$ cat src/rtl/weight_update_decode.sv
// weight_update_decode: turns each update_weight strobe into a serial read-modify-write
// of one weight row, w_new = sat(w - (dc_dw >>> lr_shift)), with a one-entry pending slot.
`default_nettype none

module weight_update_decode #(
  parameter int size      = 3,
  parameter int data_size = 16,
  parameter int lr_shift  = 4
) (
  input  logic                        clk,
  input  logic                        rst_n,
  input  logic                        update_weight,
  input  logic [31:0]                 w_layer_index,
  input  logic [31:0]                 w_row_index,
  input  logic [data_size*size-1:0]   dc_dw,
  input  logic [data_size*size-1:0]   predict_value,
  input  logic [data_size*size-1:0]   z,
  output logic                        mem_rd_en,
  output logic                        mem_wr_en,
  output logic [31:0]                 mem_layer,
  output logic [31:0]                 mem_row,
  output logic [31:0]                 mem_col,
  input  logic [data_size-1:0]        mem_rd_data,
  output logic [data_size-1:0]        mem_wr_data,
  output logic                        busy,
  output logic                        done,
  output logic                        overflow,
  output logic [31:0]                 update_count
);

  localparam int CW = (size > 1) ? $clog2(size) : 1;
  localparam int VW = data_size * size;
  localparam logic [CW-1:0] LAST_COL = CW'(size - 1);
  localparam logic [data_size-1:0] SAT_MAX = {1'b0, {(data_size-1){1'b1}}};
  localparam logic [data_size-1:0] SAT_MIN = {1'b1, {(data_size-1){1'b0}}};

  typedef enum logic [1:0] {
    IDLE  = 2'd0,
    READ  = 2'd1,
    WRITE = 2'd2
  } state_t;

  state_t          state;
  logic [CW-1:0]   col;
  logic [31:0]     act_layer;
  logic [31:0]     act_row;
  logic [VW-1:0]   act_dw;
  logic            pend_valid;
  logic [31:0]     pend_layer;
  logic [31:0]     pend_row;
  logic [VW-1:0]   pend_dw;

  logic                        last_wr;
  logic                        draining;
  logic                        take_pend;
  logic                        drop;
  logic signed [data_size-1:0] lane;
  logic signed [data_size-1:0] delta;
  logic [data_size:0]          diff;
  logic [data_size-1:0]        wr_val;

  logic unused_inputs;
  assign unused_inputs = ^{predict_value, z};

  always_comb begin
    last_wr  = (state == WRITE) && (col == LAST_COL);
    draining = last_wr && pend_valid;
    // On the last write with an empty slot the input goes straight to active instead.
    take_pend = update_weight && (state != IDLE) && !(last_wr && !pend_valid)
                && (!pend_valid || draining);
    drop      = update_weight && (state != IDLE) && pend_valid && !draining;
  end

  always_comb begin
    lane  = act_dw[int'(col)*data_size +: data_size];
    delta = lane >>> lr_shift;
    diff  = {mem_rd_data[data_size-1], mem_rd_data} - {delta[data_size-1], delta};
    if (diff[data_size] != diff[data_size-1]) begin
      wr_val = diff[data_size] ? SAT_MIN : SAT_MAX;
    end else begin
      wr_val = diff[data_size-1:0];
    end
  end

  assign mem_wr_data = mem_wr_en ? wr_val : '0;
  assign mem_layer   = act_layer;
  assign mem_row     = act_row;
  assign mem_col     = 32'(col);
  assign busy        = (state != IDLE);

  always_ff @(posedge clk or negedge rst_n) begin
    if (!rst_n) begin
      state        <= IDLE;
      col          <= '0;
      act_layer    <= '0;
      act_row      <= '0;
      act_dw       <= '0;
      pend_valid   <= 1'b0;
      pend_layer   <= '0;
      pend_row     <= '0;
      pend_dw      <= '0;
      mem_rd_en    <= 1'b0;
      mem_wr_en    <= 1'b0;
      done         <= 1'b0;
      overflow     <= 1'b0;
      update_count <= '0;
    end else begin
      mem_rd_en <= 1'b0;
      mem_wr_en <= 1'b0;
      done      <= 1'b0;

      if (take_pend) begin
        pend_valid <= 1'b1;
        pend_layer <= w_layer_index;
        pend_row   <= w_row_index;
        pend_dw    <= dc_dw;
      end else if (draining) begin
        pend_valid <= 1'b0;
      end
      if (drop) begin
        overflow <= 1'b1;
      end

      case (state)
        IDLE: begin
          if (update_weight) begin
            act_layer <= w_layer_index;
            act_row   <= w_row_index;
            act_dw    <= dc_dw;
            col       <= '0;
            mem_rd_en <= 1'b1;
            state     <= READ;
          end
        end
        READ: begin
          mem_wr_en <= 1'b1;
          done      <= (col == LAST_COL);
          state     <= WRITE;
        end
        WRITE: begin
          if (col != LAST_COL) begin
            col       <= col + 1'b1;
            mem_rd_en <= 1'b1;
            state     <= READ;
          end else begin
            update_count <= update_count + 32'd1;
            if (pend_valid) begin
              act_layer <= pend_layer;
              act_row   <= pend_row;
              act_dw    <= pend_dw;
              col       <= '0;
              mem_rd_en <= 1'b1;
              state     <= READ;
            end else if (update_weight) begin
              act_layer <= w_layer_index;
              act_row   <= w_row_index;
              act_dw    <= dc_dw;
              col       <= '0;
              mem_rd_en <= 1'b1;
              state     <= READ;
            end else begin
              state <= IDLE;
            end
          end
        end
        default: state <= IDLE;
      endcase
    end
  end

endmodule

`default_nettype wire

$ cat config.mk
export PLATFORM = sky130hd
export DESIGN_NAME = weight_update_decode
export DESIGN_NICKNAME = d
export VERILOG_FILES = /design/src/rtl/weight_update_decode.sv
export SDC_FILE = /design/constraint.sdc
export NUM_CORES = 1
export LEC_CHECK = 0
export CAP_MARGIN = 10
export CORE_ASPECT_RATIO = 1.1
export CORE_MARGIN = 4
export CORE_UTILIZATION = 45
export DETAILED_ROUTE_END_ITERATION = 10
export PLACE_DENSITY = 0.79
export RECOVER_POWER = 50
export SYNTH_ARGS = -nofsm -noshare
export SYNTH_HDL_FRONTEND = slang
export SYNTH_SLANG_ARGS = --single-unit
$ cat constraint.sdc
create_clock -name clk -period 11.3 [get_ports clk]
set_clock_uncertainty 0.1 [all_clocks]
set_input_delay 2.26 -clock clk [delete_from_list [all_inputs] [get_ports clk]]
set_output_delay 2.26 -clock clk [all_outputs]
set_load 0.005 [all_outputs]
==> results of run 1 <==
==> placed cells by master (no fill, tap or decap), types with 26 or more instances in the layout <==
cell             instances
clkbuf_16               27
conb_1                  30
a21oi_1                122
nand2_1                 26
dfrtp_1                241
mux2_2                 101
dlygate4sd3_1           59
o22ai_1                102
nor2_1                 134
clkdlybuf4s50_1        177
==> metal layers <==
metal / vias to the layer above / GRT usage / share of wire
li1: 4032 / - / -
met5: - / 0 / 0.0013
met3: 45 / 0.03905 / 0.060
met1: 4268 / 0.2605 / 0.40
met4: 6 / 0.06311 / 0.026
met2: 227 / 0.3572 / 0.51
==> layout make-up <==
class                      count  area, um2
inverter                      13      48.80
clock buffer                  37      763.2
fill                        1981       9884
sequential                   241       6031
multi-input combinational    700       4666
antenna                        4      10.01
clock inverter                 9      170.2
timing repair buffer         248       2437
tap                          310      387.9
==> path summary, 6_finish.rpt <==
| kind | from | endpoint | depth (start not counted) |
|---|---|---|---|
| hold reg to reg | update_count[31]$_DFFE_PN0P_ | update_count[31]$_DFFE_PN0P_ | 1 |
| min in group asynchronous | rst_n | pend_layer[15]$_DFFE_PN0P_ | 1 |
| setup reg to reg | col[1]$_DFFE_PN0P_ | pend_layer[0]$_DFFE_PN0P_ | 7 |
| hold / removal | update_count[31]$_DFFE_PN0P_ | update_count[31]$_DFFE_PN0P_ | 1 |
| max in group asynchronous | rst_n | act_dw[45]$_DFFE_PN0P_ | 3 |
| setup / recovery | mem_rd_data[10] | mem_wr_data[7] | 9 |
==> kinds of logic after synthesis <==
group                      Yosys count
and+or+nand+nor                    218
other                                1
muxes                              113
adders and majority gates           19
AOI/OAI and AO/OA                  282
buffers and inverters              107
xor gates and xnor gates            38
DFF                                241
==> cell usage after synthesis, types with 2 or more instances <==
cell / count
and2_1: 2
dfrtp_1: 241
o211a_1: 2
a21o_1: 2
o22ai_1: 102
o21ai_2: 5
buf_2: 11
nor3_1: 6
buf_4: 32
a21o_2: 3
o31ai_1: 5
nand4_1: 10
mux2_2: 101
and4_1: 3
and3_1: 5
a21oi_1: 122
a21oi_2: 2
inv_1: 13
mux2i_1: 12
a211o_1: 3
xor2_1: 14
or3_1: 2
nor4_1: 3
nand3_1: 12
or2_2: 2
a21boi_0: 3
nor2_1: 134
clkbuf_1: 48
nor2b_1: 3
nand2b_1: 4
xnor2_1: 24
a211oi_1: 2
o21a_1: 9
ha_1: 18
o21ai_0: 12
nand2_1: 27
buf_1: 2
o21bai_1: 2
==> metrics by stage <==
stage	hold WS [ns]	setup slack, ns
floorplan	0.3647	4.699
global placement	0.3581	3.470
detailed placement	0.3628	3.410
CTS	0.3769	3.391
global route	0.3932	3.100
finish	0.3712	3.369
==> registers in the layout, indices dropped and copies added (netlist names) <==
register and count:
done 1, mem_row 32, mem_wr_en 1, mem_layer 32, col 2, state 2
overflow 1, pend_row 32, pend_dw 36, pend_valid 1, mem_rd_en 1, pend_layer 32
update_count 32, act_dw 36
==> report_power, final <==
group	total (mW)	internal (mW)	switching (mW)
Sequential	1.46	1.25	0.214
Combinational	2.13	1.05	1.08
Clock	0.913	0.581	0.332
==> worst register-to-register path: cells and delay by family, from the launching register on <==
| kind | cells | cell delay (ns) |
|---|---|---|
| buffers and inverters | 3 | 2.97 |
| flip-flops | 1 | 0.62 |
| multiplexers | 1 | 0.46 |
| AND/OR/NAND/NOR | 3 | 0.63 |
==> results.py, run 1 <==
metrics = {
    "placement": {
        "io_buffers": 237,
        "dpl_cell_area_mm2": 0.01361,
        "gp_congestion": 0.8368,
        "placed_cells": 1512,
        "dp_hpwl_um": 18910,
    },
    "outcome": {
        "outcome": "complete, but fails checks",
        "violations": "capacitance limit, slew limit",
    },
    "critical_path": {
        "worst-setup-path-type": "in2out",
        "path_cells": "clkdlybuf4s50_1 > ha_1 > nand4_4 > or3b_1 > a21oi_2 > nor3_1 > a211o_1 > o31ai_1 > clkdlybuf4s50_1",
        "cp_top_family": "compound AO/OA/AOI/OAI gates",
        "cp_max_fo": 15,
        "start_kind": "input pin",
        "reg2reg_setup_slack_ns": 6.39,
        "worst_path_max_delay_cell": "clkdlybuf4s50_1",
        "cp_slowest_stage_delay_ns": 0.56,
        "cp-end-kind": "output pin",
        "cpMostUsedCell": "clkdlybuf4s50_1",
        "cp.required_ns": 8.94,
        "cp.arrival_ns": 5.57,
        "path_buf_inv": 2,
    },
    "power_and_ir_drop": {
        "p_per_area_mw_per_mm2": 310.1,
        "p_leak_nw": 6.063,
        "peakVddDrop_uv": 161.5,
        "finalPower_mw": 4.500,
    },
    "clocking": {
        "clk_path_buf_depth": 3,
        "worstSkewPairLatency_ns": 0.52,
        "cts_buffers": 26,
        "clkTransAtPathRegs_ns": 0.06,
        "postCtsSetupBuffers": 0,
        "cts.htree.levels": 1,
        "cts.sinks": 241,
        "clockRootBuffer": "clkbuf_16",
        "cts_tree": "built",
        "post_cts_resized": 0,
        "hold_buffers": 0,
    },
    "floorplanning": {
        "core_mm2": 0.02440,
        "chipHeight_um": 172.7,
        "start_util": 0.4550,
        "die_w_um": 157.8,
        "ios": 376,
        "rows": 60,
        "die-area_mm2": 0.02725,
    },
    "routing": {
        "drt-initial-drc-count": 431,
        "first_pass_iters": 4,
        "wl_per_cell_um": 18.29,
        "routed_wl_um": 28570,
        "vias": 8578,
        "drc_errors": 0,
        "viasPerCell": 5.492,
        "ant_nets": 0,
    },
    "timing": {
        "relSlewSlack": -1.916,
        "min_period_ns": 7.931,
        "slew_viol_final": 174,
        "worst_pin_slew_ns": 4.374,
        "fin_tns_setup_ns": 0,
        "fin_crit_sh": 0.7018,
        "fmax_mhz": 126.1,
        "hold_violations": 0,
        "setup_viol": 0,
        "rsz0062_at_grt": "false",
    },
    "yosys": {
        "synth-main-ff-cell": "dfrtp_1",
        "yosys_warnings": 0,
        "synthSimpleGateAreaFrac": 0.08769,
        "synth_cell_types": 54,
        "syn_area_per_cell_um2": 10.89,
        "netlist_top_cells_area": "dfrtp_1, mux2_2, o22ai_1",
        "yosysTopAreaCellShare": 0.5433,
        "syn-cell-area_mm2": 0.01110,
        "synth-xor-area-share": 0.02998,
        "synth_top_family_by_area": "compound AO/OA/AOI/OAI gates",
        "postSynth.asyncResetShare": 1.000,
        "synthCells": 1019,
        "seq_area_frac_synth": 0.5433,
        "synth_seq_cells": 241,
        "synth-adder-area-share": 0.02209,
        "synthMuxAreaShare": 0.1133,
        "synth_compound_area_frac": 0.1544,
        "yosys.area.top_type": "dfrtp_1",
        "synth_edf_count": 0,
    },
    "global_route": {
        "grt_pass1_vias": 8947,
        "grtUsageTotal": 0.2063,
        "grt_pass1_wl_um": 46480,
        "grt_max_degree": 102,
        "grt_overflow": 0,
        "antenna_found_initial": 6,
    },
    "final_layout": {
        "post-route-util": 0.5949,
        "finalNetCount": 1476,
        "final_area_mm2": 0.01451,
        "area_delta_synth_final_pct": 30.75,
        "instances_no_fill": 1562,
        "drive_gt1_frac": 0.1378,
    },
    "run": {
        "maxCapViolCount": 3,
    },
    "hold_path": {
        "hold_class": "reg2reg",
    },
}
(Power assumes the default switching activity.)
==> inputs of run 2 (changes only) <==
--- a/config.mk
+++ b/config.mk
@@ -8,9 +8,9 @@
 export CAP_MARGIN = 10
 export CORE_ASPECT_RATIO = 1.1
 export CORE_MARGIN = 4
-export CORE_UTILIZATION = 45
+export CORE_UTILIZATION = 42
 export DETAILED_ROUTE_END_ITERATION = 10
-export PLACE_DENSITY = 0.79
+export PLACE_DENSITY = 0.78
 export RECOVER_POWER = 50
 export SYNTH_ARGS = -nofsm -noshare
 export SYNTH_HDL_FRONTEND = slang
==> constraint.sdc (replaced) <==
create_clock -name clk -period 6.35 [get_ports clk]
set_clock_uncertainty 0.1 [all_clocks]
set_input_delay 1.27 -clock clk [delete_from_list [all_inputs] [get_ports clk]]
set_output_delay 1.27 -clock clk [all_outputs]
set_load 0.005 [all_outputs]
==> run 2 against run 1 <==
Against the previous run:
- the run still ends with capacitance limit, slew limit left
- die area increased by 6.8%
- sequential cell count unchanged
- combinational power increased by 79%
- critical path type is now reg2out
- critical endpoint unchanged
- largest cell class unchanged
==> results.py, run 2 (synthesis gave the netlist of run 1 again) <==
metrics = {
    "global_route": {
        "grt_pass1_vias": 8938,
        "grt_overflow": 0,
        "grt_max_degree": 136,
        "grt_pass1_wl_um": 46250,
        "grtUsageTotal": 0.1931,
        "antenna_found_initial": 6,
    },
    "placement": {
        "gp_congestion": 0.9081,
        "io_buffers": 237,
        "post-place-ws_ns": 0.4698,
        "dp_hpwl_um": 19000,
    },
    "timing": {
        "fin_crit_sh": 0.9493,
        "hold_violations": 0,
        "min_period_ns": 6.028,
        "fmax_mhz": 165.9,
        "setup_slack_ns": 0.3219,
        "rsz0062_at_grt": "false",
        "slew_viol_final": 146,
        "relSlewSlack": -1.263,
        "fin_tns_setup_ns": 0,
        "setup_viol": 0,
        "worst_pin_slew_ns": 3.395,
    },
    "outcome": {
        "outcome": "complete, but fails checks",
        "violations": "capacitance limit, slew limit",
    },
    "critical_path": {
        "reg2reg_from": "col[1]$_DFFE_PN0P_",
        "r2r_end": "update_count[25]$_DFFE_PN0P_",
        "ff2ff_path_depth": 6,
        "cp.arrival_ns": 4.66,
        "worst-setup-path-type": "reg2out",
        "cp_max_fo": 16,
        "cp.required_ns": 4.98,
        "cp-end-kind": "output pin",
        "reg2reg_setup_slack_ns": 2.45,
        "start_kind": "flip-flop",
    },
    "power_and_ir_drop": {
        "comb_power_share": 0.486,
        "clkPwrFrac": 0.182,
        "power.internal_mw": 4.964,
        "p_leak_nw": 6.015,
        "p_seq_frac": 0.332,
        "switching_share": 0.3677,
        "peakVddDrop_uv": 372.6,
        "power_switching_mw": 2.887,
        "p_per_area_mw_per_mm2": 543.4,
    },
    "routing": {
        "ant_nets": 0,
        "vias": 8603,
        "viasPerCell": 5.394,
        "drc_errors": 0,
        "routed_wl_um": 28650,
        "wl_per_cell_um": 17.96,
        "first_pass_iters": 4,
        "drt-initial-drc-count": 399,
    },
    "hold_path": {
        "hp-start": "overflow$_DFFE_PN0P_",
        "hold_end": "overflow$_DFFE_PN0P_",
        "hold_class": "reg2reg",
        "holdPathStages": 1,
    },
    "floorplanning": {
        "chipHeight_um": 178.5,
        "die_w_um": 163.0,
        "die-area_mm2": 0.02910,
        "core_mm2": 0.02607,
        "rows": 62,
        "ios": 376,
        "start_util": 0.4259,
    },
    "final_layout": {
        "reg_top3": "act_dw: 36 flops, pend_dw: 36 flops",
        "final_cell_mix": "dfrtp_1, clkdlybuf4s50_1, nor2_1",
        "finalNetCount": 1472,
        "drive_gt1_frac": 0.1380,
        "multi_input_comb_area_mm2": 0.004678,
        "area_delta_synth_final_pct": 30.17,
        "final_common_cell": "dfrtp_1",
        "n_fill_cell": 2272,
        "seq_area_mm2": 0.006031,
    },
    "clocking": {
        "cts_tree": "built",
        "cts.sinks": 241,
        "worstSkewPairLatency_ns": 0.51,
        "clk_path_buf_depth": 3,
        "cts_buffers": 24,
        "clkTransAtPathRegs_ns": 0.06,
        "cts.htree.levels": 1,
        "hold_buffers": 0,
        "clockRootBuffer": "clkbuf_16",
    },
    "run": {
        "maxCapViolCount": 2,
    },
}
[run 2: cell count changes in the layout (fill, tap and decap cells not counted), sizes merged]
cell           change
bufinv             -3
clkbuf             -5
clkinv             -1
dlygate4sd3       -13
clkdlybuf4s50     +13
[run 2: critical path: stages (launching register included)]
cell and delay (ns):
dfrtp_1 0.66, inv_1 0.14, nor2_1 0.22, buf_4 0.24, a21oi_1 0.12, ha_1 0.48, nand4_4 0.18, or3b_1 0.43
a21oi_2 0.22, nor3_1 0.09, a211o_2 0.46, o31ai_1 0.33, clkdlybuf4s50_1 0.56
[run 2: power by group through the flow]
stage,logic (mW),clock network [mW],registers (mW)
3_3_place_gp,3.77,0,2.60
2_1_floorplan,2.42,0,2.53
4_1_cts,3.88,1.46,2.61
5_1_grt,4.20,1.53,2.69
6_report,3.81,1.43,2.61
3_5_place_dp,3.87,0,2.63
[run 2: cell type report]
class	count	share of cell area
inverter	13	0.003377
tap	352	0.03048
clock buffer	34	0.04979
antenna	4	0.0006927
multi-input combinational	700	0.3238
sequential	241	0.4174
timing repair buffer	246	0.1694
clock inverter	5	0.005195
[run 2: repair_timing]
item                                    4_1_cts  5_1_grt
endpoints found under the setup margin        0        7
gates resized for setup                       0        2
buffers inserted                              0        0
[run 2: how the worst max path moves through the flow]
stage	depth (start not counted)	slack [ns]	end	start
CTS	11	0.15	mem_wr_data[7]	col[0]$_DFFE_PN0P_
floorplan	13	1.62	mem_wr_data[2]	col[0]$_DFFE_PN0P_
global placement	9	0.50	mem_wr_data[7]	mem_rd_data[10]
finish	12	0.32	mem_wr_data[7]	col[1]$_DFFE_PN0P_
global route	12	0.07	mem_wr_data[5]	col[1]$_DFFE_PN0P_
detailed placement	12	0.47	mem_wr_data[7]	mem_rd_data[0]
[run 2: through the flow]
step	power, mW	hold WS [ns]	instances	instance area [um2]	util
2_1_floorplan	4.949	0.3647	1048	11210	-
3_3_place_gp	6.365	0.3566	1552	13670	0.5244
3_5_place_dp	6.498	0.3651	1552	13670	0.5244
4_1_cts	7.956	0.3799	1591	14460	0.5549
5_1_grt	8.422	0.3854	1595	14450	0.5544
6_report	7.852	0.3693	1595	14450	0.5544
[run 2: layer usage]
layer	part of all wire	global-route usage	wire length [um]	vias to the layer above
li1	-	-	-	4027
met1	0.41	0.2439	11870	4265
met2	0.49	0.3270	13930	248
met3	0.065	0.04414	1859	59
met4	0.034	0.06851	964	4
met5	0.0012	0	34	-
==> inputs of run 3 (changes only) <==
--- a/config.mk
+++ b/config.mk
@@ -7,7 +7,7 @@
 export LEC_CHECK = 0
 export CAP_MARGIN = 10
 export CORE_ASPECT_RATIO = 1.1
-export CORE_MARGIN = 4
+export CORE_MARGIN = 2
 export CORE_UTILIZATION = 42
 export DETAILED_ROUTE_END_ITERATION = 10
 export PLACE_DENSITY = 0.78
==> run 3 against run 2 <==
Against the previous run:
- the run still ends with capacitance limit, slew limit left
- register-to-register slack got worse by 0.07 ns
- core utilization did not move
- sequential cell count unchanged
- count of clock-buffer cells in the layout grew 1
- cell count rose by 0.56%
- critical endpoint unchanged
- highest routed layer unchanged
==> results.py, run 3 (synthesis gave the netlist of run 1 again) <==
metrics = {
    "routing": {
        "wl_per_cell_um": 17.87,
        "viasPerCell": 5.363,
        "wl_met2_um": 14170,
        "ant_nets": 0,
        "drt-initial-drc-count": 384,
        "wl_met3_um": 2015,
        "wl_met1_um": 11610,
        "first_pass_iters": 4,
        "vias": 8603,
        "drc_errors": 0,
        "highest_layer": "met5",
        "routed_wl_um": 28660,
    },
    "final_layout": {
        "final_cell_mix": "dfrtp_1, clkdlybuf4s50_1, nor2_1",
        "reg_top3": "act_dw: 36 flops, pend_dw: 36 flops",
        "final_common_cell": "dfrtp_1",
        "finalNetCount": 1475,
        "final_area_mm2": 0.01445,
        "area_delta_synth_final_pct": 30.17,
        "seq_area_mm2": 0.006031,
        "drive_gt1_frac": 0.1398,
        "multi_input_comb_area_mm2": 0.004674,
        "post-route-util": 0.5544,
        "n_fill_cell": 2281,
    },
    "clocking": {
        "cts.htree.levels": 1,
        "clockRootBuffer": "clkbuf_16",
        "clk_path_buf_depth": 3,
        "worstSkewPairLatency_ns": 0.52,
        "cts.sinks": 241,
        "post_cts_resized": 0,
        "postCtsSetupBuffers": 0,
        "cts_tree": "built",
        "clkTransAtPathRegs_ns": 0.06,
        "hold_buffers": 0,
        "cts_buffers": 25,
    },
    "critical_path": {
        "cp.required_ns": 4.98,
        "reg2reg_setup_slack_ns": 2.38,
        "worst-setup-path-type": "reg2out",
        "cp_max_fo": 15,
        "cp.arrival_ns": 4.56,
        "worstSetupStartpoint": "col[0]$_DFFE_PN0P_",
        "ff2ff_path_depth": 6,
        "endpoint": "mem_wr_data[7]",
        "start_kind": "flip-flop",
        "cp-end-kind": "output pin",
        "r2r_end": "update_count[31]$_DFFE_PN0P_",
        "reg2reg_from": "col[1]$_DFFE_PN0P_",
    },
    "timing": {
        "rsz0062_at_grt": "false",
        "fmax_mhz": 168.7,
        "worst_pin_slew_ns": 2.993,
        "min_period_ns": 5.928,
        "hold_violations": 0,
        "fin_crit_sh": 0.9336,
        "setup_viol": 0,
        "fin_tns_setup_ns": 0,
        "slew_viol_final": 254,
        "relSlewSlack": -0.9951,
    },
    "floorplanning": {
        "start_util": 0.4259,
        "die_w_um": 159.0,
        "ios": 376,
        "die-area_mm2": 0.02775,
        "chipHeight_um": 174.5,
        "rows": 62,
        "core_mm2": 0.02607,
    },
    "global_route": {
        "grt_max_degree": 122,
        "antenna_found_initial": 8,
        "grt_overflow": 0,
        "grtUsageTotal": 0.2032,
        "grt_pass1_vias": 8902,
        "grt_pass1_wl_um": 46550,
    },
    "power_and_ir_drop": {
        "p_per_area_mw_per_mm2": 542.1,
        "p_leak_nw": 5.999,
        "peakVddDrop_uv": 364.8,
    },
    "run": {
        "maxCapViolCount": 3,
    },
    "placement": {
        "io_buffers": 237,
        "dp_hpwl_um": 19110,
        "gp_congestion": 0.8352,
        "dpl_cell_area_mm2": 0.01366,
    },
    "hold_path": {
        "hold_class": "reg2reg",
    },
    "outcome": {
        "outcome": "complete, but fails checks",
        "violations": "capacitance limit, slew limit",
    },
}
[run 3: where the power goes]
group,total (mW),internal (mW),leakage [nW],switching [mW]
sequential,2.60,2.22,2.84,0.382
clock,1.40,0.809,0.374,0.592
combinational,3.83,1.90,2.78,1.94
[run 3: area by class of cell]
cell class,instances,area share
multi-input cells,700,0.3235
inverters,13,0.003377
repair buffers,248,0.1704
diodes,7,0.001212
flip-flops and latches,241,0.4174
clock inverters,8,0.005022
clock buffers,35,0.04866
well taps,352,0.03048
[run 3: worst min path at each step]
stage,from,endpoint,slack (ns),depth (start not counted)
4_1_cts,overflow$_DFFE_PN0P_,overflow$_DFFE_PN0P_,0.39,1
6_report,overflow$_DFFE_PN0P_,overflow$_DFFE_PN0P_,0.38,1
5_1_grt,update_count[27]$_DFFE_PN0P_,update_count[27]$_DFFE_PN0P_,0.40,1
3_3_place_gp,update_count[31]$_DFFE_PN0P_,update_count[31]$_DFFE_PN0P_,0.36,1
3_5_place_dp,overflow$_DFFE_PN0P_,overflow$_DFFE_PN0P_,0.38,1
2_1_floorplan,update_count[31]$_DFFE_PN0P_,update_count[31]$_DFFE_PN0P_,0.36,1
[run 3: critical path, cell delays in order (launching register included)]
cell             delay [ns]
dfrtp_1                0.55
mux2i_1                0.27
nor2_1                 0.06
a21oi_1                0.48
ha_1                   0.45
a21oi_1                0.23
o211a_1                0.22
a21oi_2                0.09
or3_1                  0.38
a211o_2                0.44
o31ai_1                0.31
clkdlybuf4s50_1        0.55
[run 3: per-stage QoR]
stage	hold WS [ns]	setup slack (ns)	std cells	power, mW
after floorplan	0.3647	1.617	1048	4.949
after global placement	0.3575	0.4957	1553	6.353
after detailed placement	0.3753	0.5261	1553	6.491
after CTS	0.3916	0.3026	1596	7.920
after global routing	0.4006	0.08458	1601	8.391
final	0.3814	0.4218	1604	7.834
[run 3: layer usage]
metal,up-vias,track usage
met5,-,0
met4,2,0.07992
met2,244,0.3460
met1,4271,0.2483
met3,59,0.05154
li1,4027,-
